$ cat config.mk
export PLATFORM = sky130hd
export DESIGN_NAME = reg_share_arbiter
export DESIGN_NICKNAME = d
export VERILOG_FILES = /design/src/rtl/reg_share_pkg.sv /design/src/rtl/reg_share_arbiter_rr_pick.sv /design/src/rtl/reg_share_arbiter.sv
export SDC_FILE = /design/constraint.sdc
export NUM_CORES = 1
export LEC_CHECK = 0
export CAP_MARGIN = 20
export CELL_PAD_IN_SITES_DETAIL_PLACEMENT = 1
export CELL_PAD_IN_SITES_GLOBAL_PLACEMENT = 1
export CORE_MARGIN = 5
export CORE_UTILIZATION = 43
export DETAILED_ROUTE_END_ITERATION = 16
export DONT_BUFFER_PORTS = 1
export HOLD_SLACK_MARGIN = 0.08
export PLACE_DENSITY = 0.84
export SYNTH_ARGS = -nofsm -noshare
export SYNTH_HDL_FRONTEND = slang
export SYNTH_SLANG_ARGS = --single-unit
$ cat constraint.sdc
create_clock -name clk -period 1.9 [get_ports clk]
set_input_delay 0.475 -clock clk [delete_from_list [all_inputs] [get_ports clk]]
set_output_delay 0.475 -clock clk [all_outputs]
set_load 0.05 [all_outputs]
$ cat src/rtl/reg_share_pkg.sv
// Shared types and constants for the holding-register share arbiter.
package reg_share_pkg;

    typedef enum logic [1:0] {
        ST_IDLE,
        ST_LOAD,
        ST_GAP
    } arb_state_t;

    localparam int DATA_W_DEF = 8;
    localparam int N_MAX      = 8;

    // Width of the gap counter; holds GAP_CYCLES-1 for GAP_CYCLES up to 15.
    localparam int GAP_W = 4;

endpackage

$ cat src/rtl/reg_share_arbiter_rr_pick.sv
// Circular priority encoder: first set bit of req at or above ptr, wrapping.
module rr_pick #(
    parameter int N = 4
) (
    input  logic [N-1:0]         req,
    input  logic [$clog2(N)-1:0] ptr,
    output logic                 found,
    output logic [$clog2(N)-1:0] idx
);

    localparam int IW = $clog2(N);

    int j;

    // Walk offsets from the far end down so the nearest offset to ptr wins.
    always_comb begin
        found = 1'b0;
        idx   = '0;
        j     = 0;
        for (int k = N - 1; k >= 0; k--) begin
            j = int'(ptr) + k;
            if (j >= N) begin
                j = j - N;
            end
            if (req[j]) begin
                found = 1'b1;
                idx   = IW'(j);
            end
        end
    end

endmodule

$ cat src/rtl/reg_share_arbiter.sv
// Round-robin arbiter sharing one holding register among N requesters;
// issues a single-cycle load plus ack to the winner, then a fixed idle gap.
module reg_share_arbiter
    import reg_share_pkg::*;
#(
    parameter int N          = 4,
    parameter int DATA_W     = DATA_W_DEF,
    parameter int GAP_CYCLES = 1
) (
    input  logic                   clk,
    input  logic                   reset,
    input  logic [N-1:0]           req,
    input  logic [N*DATA_W-1:0]    req_data,
    output logic                   reg_load,
    output logic [DATA_W-1:0]      reg_data,
    output logic [N-1:0]           ack,
    output logic [$clog2(N)-1:0]   owner,
    output logic                   busy
);

    localparam int IW = $clog2(N);
    localparam logic [GAP_W-1:0] GAP_INIT =
        (GAP_CYCLES > 0) ? GAP_W'(GAP_CYCLES - 1) : '0;

    arb_state_t        state;
    logic [IW-1:0]     rr_ptr;
    logic [GAP_W-1:0]  gap_cnt;

    logic              pick_found;
    logic [IW-1:0]     pick_idx;
    logic [IW-1:0]     ptr_next;

    rr_pick #(
        .N(N)
    ) u_pick (
        .req   (req),
        .ptr   (rr_ptr),
        .found (pick_found),
        .idx   (pick_idx)
    );

    assign ptr_next = (int'(pick_idx) == N - 1) ? '0 : pick_idx + 1'b1;

    always_ff @(posedge clk) begin
        if (reset) begin
            state    <= ST_IDLE;
            reg_load <= 1'b0;
            reg_data <= '0;
            ack      <= '0;
            owner    <= '0;
            busy     <= 1'b0;
            rr_ptr   <= '0;
            gap_cnt  <= '0;
        end else begin
            case (state)
                ST_IDLE: begin
                    reg_load <= 1'b0;
                    ack      <= '0;
                    if (pick_found) begin
                        reg_data <= req_data[int'(pick_idx)*DATA_W +: DATA_W];
                        ack      <= N'(1) << pick_idx;
                        reg_load <= 1'b1;
                        owner    <= pick_idx;
                        rr_ptr   <= ptr_next;
                        busy     <= 1'b1;
                        state    <= ST_LOAD;
                    end
                end
                ST_LOAD: begin
                    reg_load <= 1'b0;
                    ack      <= '0;
                    if (GAP_CYCLES > 0) begin
                        gap_cnt <= GAP_INIT;
                        state   <= ST_GAP;
                    end else begin
                        busy  <= 1'b0;
                        state <= ST_IDLE;
                    end
                end
                ST_GAP: begin
                    // Counter sits at 0 during the last gap cycle.
                    if (gap_cnt == '0) begin
                        busy  <= 1'b0;
                        state <= ST_IDLE;
                    end else begin
                        gap_cnt <= gap_cnt - 1'b1;
                    end
                end
                default: begin
                    reg_load <= 1'b0;
                    ack      <= '0;
                    busy     <= 1'b0;
                    state    <= ST_IDLE;
                end
            endcase
        end
    end

endmodule

==> results of run 1 <==
## report_power, final
| part | internal (uW) | leakage, uW | switching, uW |
|---|---|---|---|
| registers | 562 | 0.000197 | 218 |
| logic | 133 | 0.000260 | 149 |
| clock network | 117 | 0.0000210 | 147 |
## flip-flops by register name (all words and copies together), names as in the netlist
signal / count
rr_ptr: 2
ack: 4
reg_data: 8
owner: 2
gap_cnt: 4
busy: 1
reg_load: 1
state: 2
## worst paths after layout
| check | startpoint | to | slack (ps) |
|---|---|---|---|
| setup / recovery | rr_ptr[1]$_SDFFE_PP0P_ | ack[1]$_SDFFE_PP0N_ | 160 |
| hold / removal | reset | ack[1]$_SDFFE_PP0N_ | 210 |
| setup reg to reg | rr_ptr[1]$_SDFFE_PP0P_ | ack[1]$_SDFFE_PP0N_ | 160 |
| hold reg to reg | rr_ptr[0]$_SDFFE_PP0P_ | rr_ptr[0]$_SDFFE_PP0P_ | 530 |
## placed cells by master (no fill, tap or decap)
master | Yosys | routed
dfxtp_1 | 24 | 24
mux2i_1 | 17 | 17
nand2_1 | 14 | 14
nor2_1 | 13 | 13
a21oi_1 | 13 | 13
nand3b_1 | 9 | 9
o221ai_1 | 8 | 8
ha_1 | 4 | 4
inv_1 | 3 | 3
nor3_1 | 3 | 3
clkbuf_4 | 0 | 3
nor2b_1 | 2 | 2
nor4_1 | 2 | 2
or3_1 | 2 | 2
a22oi_1 | 2 | 2
buf_4 | 0 | 2
nor3b_1 | 1 | 1
nor3_4 | 1 | 1
inv_2 | 1 | 1
a2bb2oi_2 | 0 | 1
or3_2 | 1 | 1
nand2b_1 | 1 | 1
a21o_1 | 1 | 1
xnor2_1 | 1 | 1
nor2_2 | 1 | 1
a211oi_1 | 1 | 1
xor2_1 | 1 | 1
clkbuf_8 | 0 | 1
buf_12 | 0 | 1
## metrics by stage
| stage | area [sq um] | power (uW) | util (%) | setup WS, ps |
|---|---|---|---|---|
| final | 1290 | 1330 | 47.6 | 161 |
| after CTS | 1290 | 1340 | 47.6 | 159 |
| after global placement | 1250 | 1060 | 46.2 | 216 |
| after floorplan | 1200 | 996 | - | 352 |
| after global routing | 1290 | 1410 | 47.6 | 1.66 |
| after detailed placement | 1250 | 1080 | 46.2 | 98.0 |
## layer usage
metal / track usage [%] / up-vias
met5: 0 / -
met4: 3.98 / 0
met3: 5.22 / 5
met2: 27.7 / 35
met1: 17.4 / 461
li1: - / 482
## cells by family (layout without fill, tap and decap cells)
family | after synthesis | count (layout) | share of synthesized area (%)
multiplexers | 17 | 17 | 14.2
buffers and inverters | 10 | 11 | 3.55
flip-flops | 24 | 24 | 40.0
AND/OR/NAND/NOR | 50 | 50 | 22.1
XOR/XNOR | 2 | 2 | 1.46
AO/OA/AOI/OAI | 26 | 26 | 14.5
adder cells (fa/ha/maj) | 4 | 4 | 4.17
## worst max-delay path, stage by stage (launching register included)
cell and delay (ps):
dfxtp_1 460, mux2i_1 210, nor2_1 80, nor3_4 310
inv_2 100, or3_1 390, a21oi_1 140
## final cells by class
cell class / instances / area (sq um) / share of cell area (%)
flip-flops and latches: 24 / 480 / 37.3
multi-input cells: 99 / 683 / 53.0
well taps: 31 / 38.8 / 3.01
inverters: 4 / 15.0 / 1.17
clock buffers: 4 / 36.3 / 2.82
repair buffers: 3 / 35.0 / 2.72
==> impl_metrics.tcl, run 1 <==
set metrics [dict create \
    drtIter0Drc 34 \
    layout.nets 177 \
    ant_nets 0 \
    post_cts_buffers 0 \
    post-route-period-util_pct 91.5 \
    cts_hold_buf 0 \
    post_cts_resized 0 \
    clockBufferDepth 2 \
    dpl.hpwl_um 2360 \
    fillers 327 \
    synth.distinct_cells 27 \
    finalHoldViolations 0 \
    critical_path_peak_fanout 6 \
    die_area_sq_mm 0.00395 \
    viasPerCell 5.96 \
    gr-total-overflow 0 \
    slew_viol_final 0 \
    diodes 0 \
    whs_ps 215 \
    area_growth_pct 7.40 \
    row_count 19 \
    syn_area_sq_mm 0.00120 \
    avgSynthCellArea_sq_um 9.02 \
    synth_flop_cell "dfxtp_1" \
    route.met2.wl_um 1490 \
    endpoint_kind "register" \
    cts_buffers 3 \
    synth-edff-count 0 \
    vias 983 \
    yosysWarnings 0 \
    root_buffer "clkbuf_4" \
    synth.largest_area_cell "dfxtp_1" \
    grt_max_degree 25 \
    worstHoldPathCells 1 \
    rsz0062_at_grt "no" \
    dr_wl_met3_um 242 \
    wl_um 3030 \
    dp.cells 161 \
    worst_slew_margin_rel_pct 64.2 \
    grt_pass1_vias 1100 \
    antenna_found_initial 0 \
    top_layer_used "met4" \
    cap_violations 0 \
    leakagePower_uw 0.000478 \
    synth.top_cell.area_share_pct 40.0 \
    max_freq_ghz 0.575 \
    grt_pass1_wl_um 5020 \
    start_kind "register" \
    tns_ps 0 \
    cts_tree "built" \
    tightest_slew_ps 536 \
    cts_sinks 24 \
    yosysMostFrequentCell "dfxtp_1" \
    ios 54 \
    finalCriticalPeriod_ps 1740 \
    dr.pass1.iters 4 \
    yosysSeqAreaShare_pct 40.0 \
    fin_cells 165 \
    drc 0 \
    arrival_ps 2000 \
    critPathKind "reg -> reg" \
    wl_met1_um 1260 \
    synth_seq_cells 24 \
    fin_worst_skew_ps 5.11 \
    dieHeight_um 62.8 \
    setup_viol 0 \
    clk_pin_slew_ps 130 \
    power_density_mw_per_mm2 1030 \
    synth_common_cells "24 x dfxtp_1, 17 x mux2i_1, 14 x nand2_1" \
    worstPathRequired_ps 2160 \
    synthTopCellsByArea "dfxtp_1 40%, mux2i_1 14%, o221ai_1 5.8%" \
    grt_usage_pct 15.5 \
    core-area_sq_mm 0.00271 \
    synth-async-reset-ratio_pct 0 \
    wl_per_cell_um 18.3 \
    io_buffers 0 \
    synth_fp_nets 175 \
    clk_latency_ps 310 \
    r2r_cells 6 \
    syn-instance-count 133 \
    h-tree-depth 1 \
    drive_gt1_share_pct 8.96 \
    hp-class "in -> reg" \
    start_util_pct 44.3 \
    status "finished, final reports clean" \
    gp_routability_congestion 0.732 \
    ir_drop_mv 0.729 \
    die_w_um 62.8 \
]
Power figures use the tool's default switching activity.
==> run 2: changes to the inputs <==
CORE_MARGIN = 1   (was 5)
==> run 2 against run 1 <==
Effect of this change:
- sequential cell count unchanged
- global-route usage increased by 5.7 points
- via count increased by 1.0%
- register-to-register slack got worse by 40 ps
- utilization increased by 2.1 points
- power decreased by 2.9%
==> impl_metrics.tcl, run 2 (synthesis gave the netlist of run 1 again) <==
set metrics [dict create \
    crit_slowest_cell "dfxtp_1" \
    io_buffers 0 \
    dpl.hpwl_um 2280 \
    leakagePower_uw 0.000471 \
    core-area_sq_mm 0.00257 \
    fin_cells 163 \
    arrival_ps 2040 \
    path_cells "mux2i_1 > nor2_1 > nor3_4 > inv_2 > or3_1 > a21oi_1" \
    gr-total-overflow 0 \
    clk_latency_ps 320 \
    dieHeight_um 54.8 \
    cts_tree "built" \
    die_area_sq_mm 0.00301 \
    clk_pin_slew_ps 120 \
    finalCriticalPeriod_ps 1780 \
    slew_viol_final 0 \
    viasPerCell 6.09 \
    tns_ps 0 \
    rsz0062_at_grt "no" \
    dp.cells 160 \
    vias 993 \
    gp_routability_congestion 0.742 \
    power_density_mw_per_mm2 1010 \
    ir_drop_mv 0.534 \
    grt_usage_pct 21.2 \
    worstPathRequired_ps 2160 \
    start_util_pct 46.7 \
    post_cts_resized 0 \
    clockBufferDepth 2 \
    drc 0 \
    grt_pass1_wl_um 4370 \
    grt_max_degree 25 \
    status "finished, final reports clean" \
    area_growth_pct 6.15 \
    largest_reg_flops 8 \
    grt_pass1_vias 1007 \
    h-tree-depth 1 \
    critPathKind "reg -> reg" \
    cts_hold_buf 0 \
    setup_viol 0 \
    layout.nets 177 \
    ant_nets 0 \
    ios 54 \
    drive_gt1_share_pct 8.27 \
    post_cts_buffers 0 \
    cap_violations 0 \
    biggestRegsByFlops "reg_data (8), ack (4), gap_cnt (4)" \
    critPathMaxStageDelay_ps 460 \
    dr.pass1.iters 4 \
    tightest_slew_ps 552 \
    post-route-period-util_pct 93.6 \
    drtIter0Drc 16 \
    fin_worst_skew_ps 3.01 \
    fillers 304 \
    endpoint_kind "register" \
    critical_path_peak_fanout 6 \
    hp-class "in -> reg" \
    wl_um 2990 \
    most-common-layout-cells "24 x dfxtp_1, 17 x mux2i_1, 14 x nand2_1" \
    finalHoldViolations 0 \
    cts_sinks 24 \
    wl_per_cell_um 18.4 \
    worst_slew_margin_rel_pct 62.9 \
    row_count 18 \
    cts_buffers 3 \
    final_common_cell "dfxtp_1" \
    regMostFlops "reg_data" \
    die_w_um 54.8 \
    diodes 0 \
    start_kind "register" \
    max_freq_ghz 0.562 \
    antenna_found_initial 0 \
    root_buffer "clkbuf_4" \
]
==> run 2: cell types whose count changed in the layout (fill, tap and decap cells not counted) <==
cell and delta:
clkbuf_8 -1
==> run 2: final timing paths <==
| kind | start | endpoint | slack, ps | depth (start not counted) |
|---|---|---|---|---|
| setup / recovery | rr_ptr[1]$_SDFFE_PP0P_ | ack[1]$_SDFFE_PP0N_ | 120 | 6 |
| hold / removal | reset | owner[0]$_SDFFE_PP0P_ | 210 | 1 |
| setup reg to reg | rr_ptr[1]$_SDFFE_PP0P_ | ack[1]$_SDFFE_PP0N_ | 120 | 6 |
| hold reg to reg | gap_cnt[0]$_SDFFE_PP0P_ | gap_cnt[0]$_SDFFE_PP0P_ | 560 | 2 |
==> run 2: cell type report <==
class	instances	area, sq um	area share [%]
Clock buffer	3	22.5	1.77
Inverter	4	15.0	1.18
Multi-Input combinational cell	99	683	53.6
Sequential cell	24	480	37.7
Tap cell	30	37.5	2.95
Timing Repair Buffer	3	35.0	2.75
==> run 2: worst max-delay path: cells and delay by family, from the launching register on <==
kind / cells / cell delay [ps]
mux: 1 / 230
flops: 1 / 460
buf+inv: 1 / 80
simple gates: 3 / 800
compound gates: 1 / 150
==> run 2: metrics by stage <==
step	hold slack (ps)	setup WS (ps)	util [%]	instance area, sq um	power [uW]
2_1_floorplan	488	352	-	1200	996
3_3_place_gp	500	169	48.7	1250	1060
3_5_place_dp	544	71.5	48.7	1250	1080
4_1_cts	194	121	49.6	1270	1300
5_1_grt	192	17.8	49.6	1270	1340
6_report	207	121	49.6	1270	1290
==> run 2: power breakdown <==
| part | internal [uW] | switching [uW] |
|---|---|---|
| clock network | 74.4 | 149 |
| registers | 562 | 217 |
| logic | 133 | 151 |
==> run 2: routing by layer <==
metal / GRT usage, % / part of all wire, %
met5: 0 / 0
met4: 10.3 / 1.8
met3: 3.33 / 6.6
met2: 40.0 / 54
met1: 22.3 / 38
